File: config.mk
export PLATFORM = sky130hd
export DESIGN_NAME = bcd_digit_streamer
export DESIGN_NICKNAME = d
export VERILOG_FILES = /design/src/rtl/bcd_digit_streamer.sv
export SDC_FILE = /design/constraint.sdc
export NUM_CORES = 1
export LEC_CHECK = 0
export ABC_AREA = 1
export CORE_MARGIN = 2
export CORE_UTILIZATION = 48
export CTS_BUF_LIST = sky130_fd_sc_hd__clkbuf_2
export DETAILED_ROUTE_END_ITERATION = 8
export GPL_TIMING_DRIVEN = 1
export PLACE_DENSITY_LB_ADDON = 0.15
export SETUP_SLACK_MARGIN = 0.1
export SLEW_MARGIN = 20
export SYNTH_ARGS = -nofsm -noshare
export SYNTH_HDL_FRONTEND = slang
export SYNTH_SLANG_ARGS = --single-unit
File: constraint.sdc
create_clock -name clk -period 1.4 [get_ports clk]
set_input_delay 0.28 -clock clk [delete_from_list [all_inputs] [get_ports clk]]
set_output_delay 0.28 -clock clk [all_outputs]
set_load 0.01 [all_outputs]
File: src/rtl/bcd_digit_streamer.sv
// Multi-digit BCD up/down counter with a digit-serial valid/ready output stream.
// A snap request captures the count into a shadow register and sends it out LSD first.
module bcd_digit_streamer #(
  parameter int unsigned DIGITS = 4
) (
  input  logic                       clk,
  input  logic                       rst_n,
  input  logic                       en,
  input  logic                       up,
  input  logic                       load,
  input  logic [4*DIGITS-1:0]        load_val,
  input  logic                       snap,
  output logic [4*DIGITS-1:0]        cnt,
  output logic                       carry,
  output logic                       load_err,
  output logic                       busy,
  output logic                       d_valid,
  input  logic                       d_ready,
  output logic [3:0]                 d_digit,
  output logic [$clog2(DIGITS)-1:0]  d_idx,
  output logic                       d_last
);

  localparam int unsigned IdxW = $clog2(DIGITS);

  typedef enum logic {StIdle, StSend} state_t;

  state_t                r_state;
  state_t                w_state_d;
  logic [4*DIGITS-1:0]   r_cnt;
  logic [4*DIGITS-1:0]   r_shadow;
  logic [IdxW-1:0]       r_idx;
  logic [IdxW-1:0]       w_idx_d;
  logic                  r_carry;
  logic                  r_load_err;
  logic                  w_shadow_load;
  logic [4*DIGITS-1:0]   w_step;
  logic                  w_ripple;
  logic                  w_load_ok;
  logic                  w_last;

  // Ripple one step through the digits; w_ripple survives only if every digit wrapped.
  always_comb begin
    w_step   = r_cnt;
    w_ripple = 1'b1;
    for (int i = 0; i < int'(DIGITS); i++) begin
      if (w_ripple) begin
        if (up) begin
          if (r_cnt[4*i +: 4] == 4'd9) begin
            w_step[4*i +: 4] = 4'd0;
          end else begin
            w_step[4*i +: 4] = r_cnt[4*i +: 4] + 4'd1;
            w_ripple         = 1'b0;
          end
        end else begin
          if (r_cnt[4*i +: 4] == 4'd0) begin
            w_step[4*i +: 4] = 4'd9;
          end else begin
            w_step[4*i +: 4] = r_cnt[4*i +: 4] - 4'd1;
            w_ripple         = 1'b0;
          end
        end
      end
    end
  end

  always_comb begin
    w_load_ok = 1'b1;
    for (int i = 0; i < int'(DIGITS); i++) begin
      if (load_val[4*i +: 4] > 4'd9) w_load_ok = 1'b0;
    end
  end

  always_ff @(posedge clk) begin
    if (!rst_n) begin
      r_cnt      <= '0;
      r_carry    <= 1'b0;
      r_load_err <= 1'b0;
    end else begin
      r_carry    <= 1'b0;
      r_load_err <= 1'b0;
      if (load) begin
        if (w_load_ok) r_cnt <= load_val;
        else           r_load_err <= 1'b1;
      end else if (en) begin
        r_cnt   <= w_step;
        r_carry <= w_ripple;
      end
    end
  end

  assign w_last = (r_idx == IdxW'(DIGITS - 1));

  always_comb begin
    w_state_d     = r_state;
    w_idx_d       = r_idx;
    w_shadow_load = 1'b0;
    unique case (r_state)
      StIdle: begin
        if (snap) begin
          w_state_d     = StSend;
          w_idx_d       = '0;
          w_shadow_load = 1'b1;
        end
      end
      StSend: begin
        if (d_ready) begin
          if (w_last) begin
            w_state_d = StIdle;
            w_idx_d   = '0;
          end else begin
            w_idx_d = r_idx + IdxW'(1);
          end
        end
      end
      default: w_state_d = StIdle;
    endcase
  end

  always_ff @(posedge clk) begin
    if (!rst_n) begin
      r_state  <= StIdle;
      r_idx    <= '0;
      r_shadow <= '0;
    end else begin
      r_state <= w_state_d;
      r_idx   <= w_idx_d;
      if (w_shadow_load) r_shadow <= r_cnt;
    end
  end

  always_comb begin
    d_digit = 4'd0;
    if (r_state == StSend) begin
      for (int i = 0; i < int'(DIGITS); i++) begin
        if (r_idx == i[IdxW-1:0]) d_digit = r_shadow[4*i +: 4];
      end
    end
  end

  assign cnt      = r_cnt;
  assign carry    = r_carry;
  assign load_err = r_load_err;
  assign busy     = (r_state == StSend);
  assign d_valid  = (r_state == StSend);
  assign d_idx    = r_idx;
  assign d_last   = (r_state == StSend) && w_last;

endmodule

---- Word-level counts from Yosys, hierarchy flattened ----
Cells that the tools add are included.
word-level totals
  output and inout port bits .............. 27
  input port bits ......................... 23
  word-level logic and storage cells ...... 104
  bits in registers ....................... 37
operators by class
  multiplexer cells ....................... 51
  $add $sub $neg .......................... 9
  reductions and logical operators ........ 17
  magnitude comparators ................... 4
  equal/unequal tests ..................... 10
  bitwise gates (word level) .............. 4
operator list
  kind                   count
  $mux W4                20
  $mux W16               3
  $mux W1                23
  $add A4 B1 Y4 const B  4
  $eq A4 B4 Y1 const B   4
  $gt A4 B4 Y1 const B   4
  $logic_not A4 Y1       4
  $sub A4 B1 Y4 const B  4
  $reduce_and A3 Y1      3
  $reduce_bool A2 Y1     4
  $mux W2                3
  $reduce_and A2 Y1      3
  $eq A2 B2 Y1 const B   2
  $ne A2 B2 Y1 const B   2
  $not A1 Y1             4
  $pmux W2 S2            1
  $reduce_or A4 Y1       1
  $add A2 B1 Y2 const B  1
  $eq A2 B1 Y1 const B   1
  $logic_not A2 Y1       1
  $ne A2 B1 Y1 const B   1
  $pmux W1 S2            1
  $logic_and A1 B1 Y1    1

---- Depth between registers and ports, before layout ----
Gate-level depths: netlist (run 1).
  depth after elaboration ................. 8
  mapped depth ............................ 11
  depth with buffers taken out ............ 11

---- Worst setup path before layout (run 1) ----
OpenSTA, ideal clock, no wires.
  path kind ............................... register to output
  from .................................... reg r_idx[0], in the netlist d_idx[0]
  to ...................................... out d_digit[0]
  buffers on the path ..................... 1
  path slack .............................. -0.232 ns
  arrival time ............................ 1.352 ns
  cell stages (with the launch flop) ...... 7
  cell sequence ........................... dfxtp_1 inv_1 ha_1 clkbuf_1 o31ai_1 o21ai_0 nor2_1
between the ends
  cells in the longest elaborated chain, start to end .. 6
  elaborated cells on any way between the ends .. 9
  classes of those cells .................. eq/ne: 3; mux: 5; reduce/logical: 1
ends and longest elaborated chain
  what                      line  source
  start: declaration        32    logic [IdxW-1:0] r_idx;
  start signal: assignment  127   r_idx <= w_idx_d;
  $logic_not A2 Y1          136   if (r_idx == i[IdxW-1:0]) d_digit = r_shadow[4*i +: 4];
  $mux W4 (3 in series)     136
  $mux W4 (*)               136
  $mux W4 (*)               134   if (r_state == StSend) begin
  end: declaration          19    output logic [3:0] d_digit,
Mark *: on every way between the ends. The rest lies on a longest branch, timed or not.

---- Worst setup path in the final report (run 1) ----
  from .................................... reg r_idx[1], in the netlist d_idx[1]
  to ...................................... out d_digit[1]
The elaborated chain is that of the path after synthesis.

==> results of run 1 <==
-- final cells by class --
type,instances,area share
Tap cell,70,0.0209
Multi-Input combinational cell,302,0.446
Sequential cell,37,0.191
Clock inverter,2,0.00239
Timing Repair Buffer,137,0.291
Clock buffer,6,0.00716
Inverter,36,0.0415
-- cells by family (layout without fill, tap and decap cells) --
logic type               Yosys count  count (layout)
AO/OA/AOI/OAI                     90              90
buffers and inverters             51             181
flip-flops                        37              37
adder cells (fa/ha/maj)            4               4
XOR/XNOR                           2               2
AND/OR/NAND/NOR                  206             206
-- power by group through the flow --
stage	Combinational (mW)	Sequential [mW]	Clock [mW]
global route	1.44	1.19	0.567
detailed placement	0.925	1.24	0
global placement	0.909	1.24	0
floorplan	0.532	1.24	0
CTS	1.16	1.17	0.516
finish	1.34	1.18	0.522
-- state kept, by name (all words and copies together) (netlist names) --
| register | count |
|---|---|
| carry | 1 |
| load_err | 1 |
| d_idx | 2 |
| r_shadow | 16 |
| cnt | 16 |
| busy | 1 |
-- stage by stage --
step | setup WS [ns] | TNS, ns | instance area [sq um] | cells
floorplan | -0.0417 | -0.167 | 2550 | 390
detailed placement | -0.605 | -12.05 | 3410 | 539
CTS | -0.605 | -3.02 | 3940 | 581
global route | -0.724 | -5.23 | 4200 | 590
finish | -0.637 | -4.02 | 4200 | 590
global placement | -0.584 | -11.67 | 3410 | 539
-- what timing repair did --
| action | 4_1_cts | 5_1_grt |
|---|---|---|
| endpoints found under the setup margin | 45 | 44 |
| pin swaps | 32 | 42 |
| resized for setup | 196 | 75 |
| gates cloned | 0 | 0 |
| setup buffers | 35 | 12 |
-- synthesized netlist by cell type (2+ instances only) --
cell and count:
nand3_1 22, o211ai_1 5, nand2_1 100, a21oi_1 30, o31ai_1 4, buf_2 4, inv_2 7, o21ai_0 41
inv_1 27, nand2_8 3, clkbuf_1 9, o21ai_1 7, xor2_1 2, dfxtp_1 37, nor2_4 2, nand4_1 2
ha_1 4, nor3_1 3, nand2_2 5, nand2_4 2, nor2_1 51, nor2_2 12, nor2_8 2
-- routing by layer --
metal  GRT usage  wire, um  vias up
met5           0         0        -
met4       0.118       281        0
met3      0.0509       561       29
met2       0.469      4340      134
met1       0.341      3750     1490
li1            -         -     1528
-- how the worst min path moves through the flow --
stage | from | endpoint | slack [ns] | cells after the start
6_report | load_val[7] | cnt[7] | 0.18 | 5
5_1_grt | load_val[7] | cnt[7] | 0.22 | 5
4_1_cts | load_val[11] | cnt[11] | 0.30 | 5
3_5_place_dp | r_shadow[1] | r_shadow[1] | 0.51 | 2
3_3_place_gp | r_shadow[1] | r_shadow[1] | 0.50 | 2
2_1_floorplan | rst_n | carry | 0.41 | 2
-- critical path: stages (launching register included) --
cell and delay (ns):
dfxtp_4 0.40, buf_6 0.12, ha_4 0.20, o31ai_4 0.25, o21ai_1 0.10, nor2_1 0.13, buf_2 0.15
==> results.py, run 1 <==
metrics = {
    "status": {
        "status": "complete, but fails checks",
        "violations": "setup timing",
    },
    "power_and_ir_drop": {
        "power_frac_clock": 0.171,
        "power.internal_mw": 1.87,
        "power_leakage_nw": 1.98,
        "ir_drop_mv": 0.463,
        "p_seq_frac": 0.389,
        "p_total_mw": 3.04,
        "p_switching_mw": 1.17,
        "swShare": 0.385,
        "pwr-share-comb": 0.440,
        "p_per_area_nw_per_um2": 726,
    },
    "setup_path": {
        "criticalPathCategory": "flip-flop to output pin",
        "crit_start": "d_idx[1]",
        "crit_path_end": "d_digit[1]",
        "endpoint_kind": "output pin",
        "reg2reg_depth": 11,
        "rrSetupSlack_ns": -0.18,
        "r2r_end": "cnt[13]",
        "start_kind": "flip-flop",
        "r2r_start": "cnt[1]",
        "worst-path-max-fanout": 8,
        "worstPathArrival_ns": 1.76,
        "crit_required_ns": 1.12,
    },
    "placed_design": {
        "hpwlAfterDp_um": 5110,
        "numPortBuffers": 49,
        "globalplace.congestion": 0.902,
    },
    "sta": {
        "fin_crit_sh": 1.45,
        "hold_violations": 0,
        "period_needed_ns": 2.04,
        "setup_ws_ns": -0.637,
        "holdWs_ns": 0.184,
        "maxSlewViolCount": 0,
        "max_freq_ghz": 0.491,
        "setup_violations": 18,
        "worstMarginPinSlew_ns": 0.489,
        "rsz0062_at_grt": "yes",
        "relSlewSlack": 0.674,
        "final.setup_skew_ns": 0.0329,
    },
    "synthesis": {
        "synth-edff-count": 0,
        "synth-adder-area-share": 0.0200,
        "yosysWarnings": 0,
        "synth.distinct_cells": 32,
        "synth-seq-cells": 37,
        "ys.flop_type": "dfxtp_1",
        "synth_area_per_cell_sq_um": 6.41,
        "ys_seq_area_frac": 0.296,
        "synth_xor_area_frac": 0.00701,
        "yosysTopAreaCellShare": 0.296,
        "yosys.area_share.simple": 0.394,
        "netlist_instances": 390,
        "synthMuxAreaShare": 0,
        "synth_compound_area_frac": 0.197,
        "synth_top_family_by_area": "simple AND/OR/NAND/NOR gates",
        "synthArstFlopShare": 0,
        "syn_area_sq_um": 2500,
        "ys_top_cells_by_area": "dfxtp_1 (30%), nand2_1 (15%), o21ai_0 (8.2%)",
        "synth_nets": 417,
        "yosysTopAreaCell": "dfxtp_1",
    },
    "die": {
        "top_level_ports": 50,
        "initial_utilization": 0.492,
        "dieArea_sq_um": 5800,
        "core_area_sq_um": 5070,
        "rows": 26,
        "die_h_um": 76.2,
        "die_w_um": 76.2,
    },
    "clock_tree": {
        "cts-buffers-inserted": 5,
        "clk_pin_slew_ns": 0.20,
        "root_buffer": "clkbuf_2",
        "clkSinkCount": 37,
        "ctsHoldBuffers": 0,
        "clk_latency_ns": 0.43,
        "cts_tree": "done",
        "cts_buffer_depth": 2,
        "htreeDepth": 2,
    },
    "final_layout": {
        "final_common_cell": "nand2_1",
        "num_antenna_cells": 0,
        "mostFrequentLayoutCells": "nand2_1 (86), buf_4 (63), nor2_1 (45), buf_6 (36), o21ai_0 (26)",
        "fin_util": 0.827,
        "multiInputGateArea_sq_um": 1870,
        "drive_above_1_share": 0.456,
        "nets": 546,
        "seqCellArea_sq_um": 801,
        "area_growth_syn_to_layout_pct": 67.9,
        "nFillCells": 342,
    },
    "grt": {
        "overflow": 0,
        "grt_pass1_wl_um": 13200,
        "antenna_found_initial": 0,
        "grt_start_max_net_pins": 34,
        "track_usage": 0.275,
        "grt_pass1_vias": 2866,
    },
    "routing": {
        "routedWlPerCell_um": 15.1,
        "final_antenna_net_count": 0,
        "viasPerCell": 5.39,
        "wirelength_um": 8930,
        "drc": 0,
        "drt-pass1-iter-count": 5,
        "drt_iter0_markers": 256,
        "vias": 3181,
    },
    "flow_run": {
        "cap_violations": 0,
    },
    "worst_hold_path": {
        "hold_class": "primary input to flip-flop",
    },
}
(Power assumes the default switching activity.)
==> run 2, diff against run 1 <==
--- a/config.mk
+++ b/config.mk
@@ -9,9 +9,10 @@
 export CORE_MARGIN = 2
 export CORE_UTILIZATION = 48
 export CTS_BUF_LIST = sky130_fd_sc_hd__clkbuf_2
+export CTS_CLUSTER_SIZE = 16
 export DETAILED_ROUTE_END_ITERATION = 8
 export GPL_TIMING_DRIVEN = 1
-export PLACE_DENSITY_LB_ADDON = 0.15
+export PLACE_DENSITY = 0.87
 export SETUP_SLACK_MARGIN = 0.1
 export SLEW_MARGIN = 20
 export SYNTH_ARGS = -nofsm -noshare
==> results.py, run 2 (synthesis results as in run 1) <==
metrics = {
    "status": {
        "status": "complete, but fails checks",
        "violations": "setup timing",
    },
    "final_layout": {
        "fin_util": 0.804,
        "design_area_sq_um": 4080,
        "final_common_cell": "nand2_1",
        "area_growth_syn_to_layout_pct": 63.3,
        "nets": 532,
        "num_antenna_cells": 0,
        "nFillCells": 316,
        "drive_above_1_share": 0.443,
        "mostFrequentLayoutCells": "nand2_1 (87), buf_4 (48), nor2_1 (42), buf_6 (32), o21ai_0 (29)",
    },
    "clock_tree": {
        "clk_pin_slew_ns": 0.21,
        "cts_buffer_depth": 2,
        "clk_latency_ns": 0.44,
        "root_buffer": "clkbuf_2",
        "ctsHoldBuffers": 0,
        "htreeDepth": 2,
        "cts-buffers-inserted": 5,
        "cts_tree": "done",
        "clkSinkCount": 37,
    },
    "sta": {
        "period_needed_ns": 2.06,
        "fin_crit_sh": 1.47,
        "setup_violations": 18,
        "setup_tns_ns": -4.34,
        "hold_violations": 0,
        "worstMarginPinSlew_ns": 0.369,
        "max_freq_ghz": 0.485,
        "setup_ws_ns": -0.662,
        "maxSlewViolCount": 0,
        "final.setup_skew_ns": 0.0221,
        "relSlewSlack": 0.751,
        "rsz0062_at_grt": "yes",
    },
    "die": {
        "initial_utilization": 0.492,
        "die_h_um": 76.2,
        "dieArea_sq_um": 5800,
        "top_level_ports": 50,
        "rows": 26,
        "core_area_sq_um": 5070,
        "die_w_um": 76.2,
    },
    "placed_design": {
        "globalplace.congestion": 0.922,
        "hpwlAfterDp_um": 5100,
        "numPortBuffers": 49,
        "pre_cts_ws_ns": -0.566,
        "placedInstanceArea_sq_um": 3320,
    },
    "grt": {
        "grt_pass1_wl_um": 14400,
        "grt_start_max_net_pins": 28,
        "grt_pass1_vias": 3098,
        "antenna_found_initial": 0,
        "track_usage": 0.303,
        "overflow": 0,
    },
    "routing": {
        "routedWlPerCell_um": 18.2,
        "vias": 3432,
        "drt_iter0_markers": 522,
        "wirelength_um": 10500,
        "final_antenna_net_count": 0,
        "viasPerCell": 5.96,
        "drt-pass1-iter-count": 6,
        "drc": 0,
    },
    "power_and_ir_drop": {
        "p_total_mw": 3.07,
        "p_per_area_nw_per_um2": 753,
        "power_leakage_nw": 1.90,
        "ir_drop_mv": 0.652,
    },
    "flow_run": {
        "cap_violations": 0,
    },
    "setup_path": {
        "criticalPathCategory": "flip-flop to output pin",
        "crit_required_ns": 1.12,
        "worst-path-max-fanout": 8,
        "endpoint_kind": "output pin",
        "worstPathArrival_ns": 1.78,
        "rrSetupSlack_ns": -0.26,
        "start_kind": "flip-flop",
    },
    "worst_hold_path": {
        "hold_class": "primary input to flip-flop",
    },
}
==> run 2: path summary, 6_finish.rpt <==
kind | from | end | cells after the start
max | d_idx[1] | d_digit[1] | 6
min | load_val[6] | cnt[6] | 5
max reg2reg | cnt[5] | cnt[7] | 9
min reg2reg | r_shadow[1] | r_shadow[1] | 2
==> run 2: report_power, final <==
part           internal [mW]  leakage [nW]  switching, mW
Clock                  0.116        0.0287          0.410
Combinational          0.588          1.56          0.761
Sequential              1.13         0.317         0.0681
Total                   1.83          1.90           1.24
==> run 2: final cells by class <==
class                   instances  area (sq um)  share of cell area
multi-input cells             302          1860               0.455
repair buffers                123          1110               0.272
flip-flops and latches         37           803               0.197
inverters                      36           180              0.0442
well taps                      70          87.6              0.0215
clock buffers                   5          25.0             0.00613
clock inverters                 3          17.5             0.00429
==> run 2: worst max-delay path, stage by stage (launching register included) <==
cell,delay [ns]
dfxtp_4,0.41
buf_4,0.14
ha_4,0.19
o31ai_2,0.28
o21ai_1,0.10
nor2_1,0.09
buf_2,0.14
==> run 2: timing repair <==
action,4_1_cts,5_1_grt
resized for setup,180,86
setup buffers,31,13
setup endpoints to repair,45,40
pin swaps,22,31
==> run 2: stage by stage <==
step	hold slack, ns	cells
after floorplan	0.411	390
after global placement	0.497	527
after detailed placement	0.513	527
after CTS	0.515	566
after global routing	0.273	576
final	0.261	576
==> run 2: metal layers <==
metal	part of all wire	vias to the layer above	routed length, um	GRT usage
met3	0.095	70	989	0.0592
met5	0	-	0	0
met2	0.49	286	5100	0.517
met1	0.37	1573	3840	0.363
li1	-	1503	-	-
met4	0.051	0	534	0.153
==> run 3, diff against run 2 <==
--- a/config.mk
+++ b/config.mk
@@ -14,6 +14,7 @@
 export GPL_TIMING_DRIVEN = 1
 export PLACE_DENSITY = 0.87
 export SETUP_SLACK_MARGIN = 0.1
+export SKIP_LAST_GASP = 1
 export SLEW_MARGIN = 20
 export SYNTH_ARGS = -nofsm -noshare
 export SYNTH_HDL_FRONTEND = slang
==> results.py, run 3 (synthesis results as in run 1) <==
metrics = {
    "routing": {
        "wirelength_um": 10500,
        "drt-pass1-iter-count": 8,
        "routedWlPerCell_um": 18.1,
        "drt_iter0_markers": 500,
        "final_antenna_net_count": 0,
        "drc": 0,
        "viasPerCell": 5.88,
        "vias": 3394,
    },
    "sta": {
        "final.setup_skew_ns": 0.0374,
        "setup_ws_ns": -0.636,
        "holdWs_ns": 0.251,
        "setup_violations": 18,
        "relSlewSlack": 0.755,
        "fin_crit_sh": 1.45,
        "rsz0062_at_grt": "yes",
        "worstMarginPinSlew_ns": 0.363,
        "maxSlewViolCount": 0,
        "max_freq_ghz": 0.491,
        "hold_violations": 0,
        "period_needed_ns": 2.04,
    },
    "power_and_ir_drop": {
        "ir_drop_mv": 0.448,
        "power_frac_clock": 0.175,
        "pwr-share-comb": 0.434,
        "p_per_area_nw_per_um2": 755,
        "p_total_mw": 3.05,
        "power_leakage_nw": 1.92,
        "p_seq_frac": 0.391,
        "swShare": 0.403,
        "p_switching_mw": 1.23,
        "power.internal_mw": 1.82,
    },
    "final_layout": {
        "drive_above_1_share": 0.438,
        "final_common_cell": "nand2_1",
        "nFillCells": 313,
        "nets": 533,
        "area_growth_syn_to_layout_pct": 61.9,
        "mostFrequentLayoutCells": "nand2_1 (86), buf_4 (53), nor2_1 (46), o21ai_0 (31), buf_6 (29)",
        "num_antenna_cells": 0,
    },
    "die": {
        "initial_utilization": 0.492,
        "dieArea_sq_um": 5800,
        "die_w_um": 76.2,
        "rows": 26,
        "top_level_ports": 50,
        "core_area_sq_um": 5070,
        "die_h_um": 76.2,
    },
    "clock_tree": {
        "ctsHoldBuffers": 0,
        "htreeDepth": 2,
        "clkSinkCount": 37,
        "cts_tree": "done",
        "cts_buffer_depth": 2,
        "clk_pin_slew_ns": 0.24,
        "root_buffer": "clkbuf_2",
        "clk_latency_ns": 0.44,
        "cts-buffers-inserted": 5,
    },
    "flow_run": {
        "cap_violations": 0,
    },
    "grt": {
        "grt_start_max_net_pins": 28,
        "grt_pass1_wl_um": 14100,
        "grt_pass1_vias": 3016,
        "track_usage": 0.297,
        "antenna_found_initial": 0,
        "overflow": 0,
    },
    "placed_design": {
        "hpwlAfterDp_um": 5100,
        "globalplace.congestion": 0.922,
        "numPortBuffers": 49,
    },
    "worst_hold_path": {
        "min_from": "load_val[9]",
        "hold_class": "primary input to flip-flop",
    },
    "setup_path": {
        "endpoint_kind": "output pin",
        "crit_required_ns": 1.12,
        "start_kind": "flip-flop",
        "criticalPathCategory": "flip-flop to output pin",
        "worst-path-max-fanout": 5,
        "crit_start": "d_idx[1]",
        "worstPathArrival_ns": 1.76,
        "r2r_start": "cnt[5]",
    },
    "status": {
        "status": "complete, but fails checks",
        "violations": "setup timing",
    },
}
## run 3: cell types whose count changed in the layout (fill, tap and decap cells not counted), sizes merged
cell           change
buf                +2
dlymetal6s2s       +1
clkbuf             -1
clkdlybuf4s50      -1
## run 3: critical path, cell delays in order, from the launching register on
cell and delay (ns):
dfxtp_4 0.41, inv_4 0.05, ha_4 0.18, inv_4 0.06
nor2_1 0.04, o31ai_1 0.27, o21ai_1 0.10, nor2_1 0.10
buf_2 0.13
## run 3: power by group through the flow
stage,clock (mW),sequential (mW),combinational [mW]
3_5_place_dp,0,1.25,0.887
6_report,0.535,1.19,1.32
5_1_grt,0.579,1.20,1.41
3_3_place_gp,0,1.25,0.863
4_1_cts,0.505,1.18,1.09
2_1_floorplan,0,1.24,0.532
## run 3: through the flow
step / area, sq um / setup WS [ns] / std cells / utilization / setup TNS (ns)
floorplan: 2550 / -0.0417 / 390 / - / -0.167
global placement: 3320 / -0.503 / 527 / 0.653 / -9.20
detailed placement: 3320 / -0.566 / 527 / 0.653 / -10.60
CTS: 3770 / -0.569 / 566 / 0.743 / -2.60
global route: 4050 / -0.761 / 577 / 0.797 / -5.41
finish: 4050 / -0.636 / 577 / 0.797 / -4.19
## run 3: layout make-up
| type | instances | area, sq um | share of cell area |
|---|---|---|---|
| Clock buffer | 5 | 25.0 | 0.00618 |
| Inverter | 36 | 175 | 0.0433 |
| Timing Repair Buffer | 124 | 1110 | 0.276 |
| Multi-Input combinational cell | 302 | 1820 | 0.451 |
| Sequential cell | 37 | 803 | 0.199 |
| Clock inverter | 3 | 17.5 | 0.00433 |
| Tap cell | 70 | 87.6 | 0.0216 |
## run 3: metal layers
metal  track usage  vias to the layer above  routed length (um)
met2         0.530                      264                5080
met1         0.355                     1560                3880
li1              -                     1502                   -
met3        0.0557                       68                 969
met4         0.107                        0                 528
met5             0                        -                   0
## run 3: worst paths after layout
path	end	slack, ns	depth (start not counted)
setup / recovery	d_digit[0]	-0.64	8
hold / removal	cnt[9]	0.25	5
setup reg to reg	cnt[14]	-0.20	11
hold reg to reg	r_shadow[1]	0.57	2
## run 3: timing repair
action                                  in CTS  in global routing
gates resized for setup                    173                 78
buffers inserted                            31                 14
endpoints found under the setup margin      45                 40
pin swaps                                   18                 32
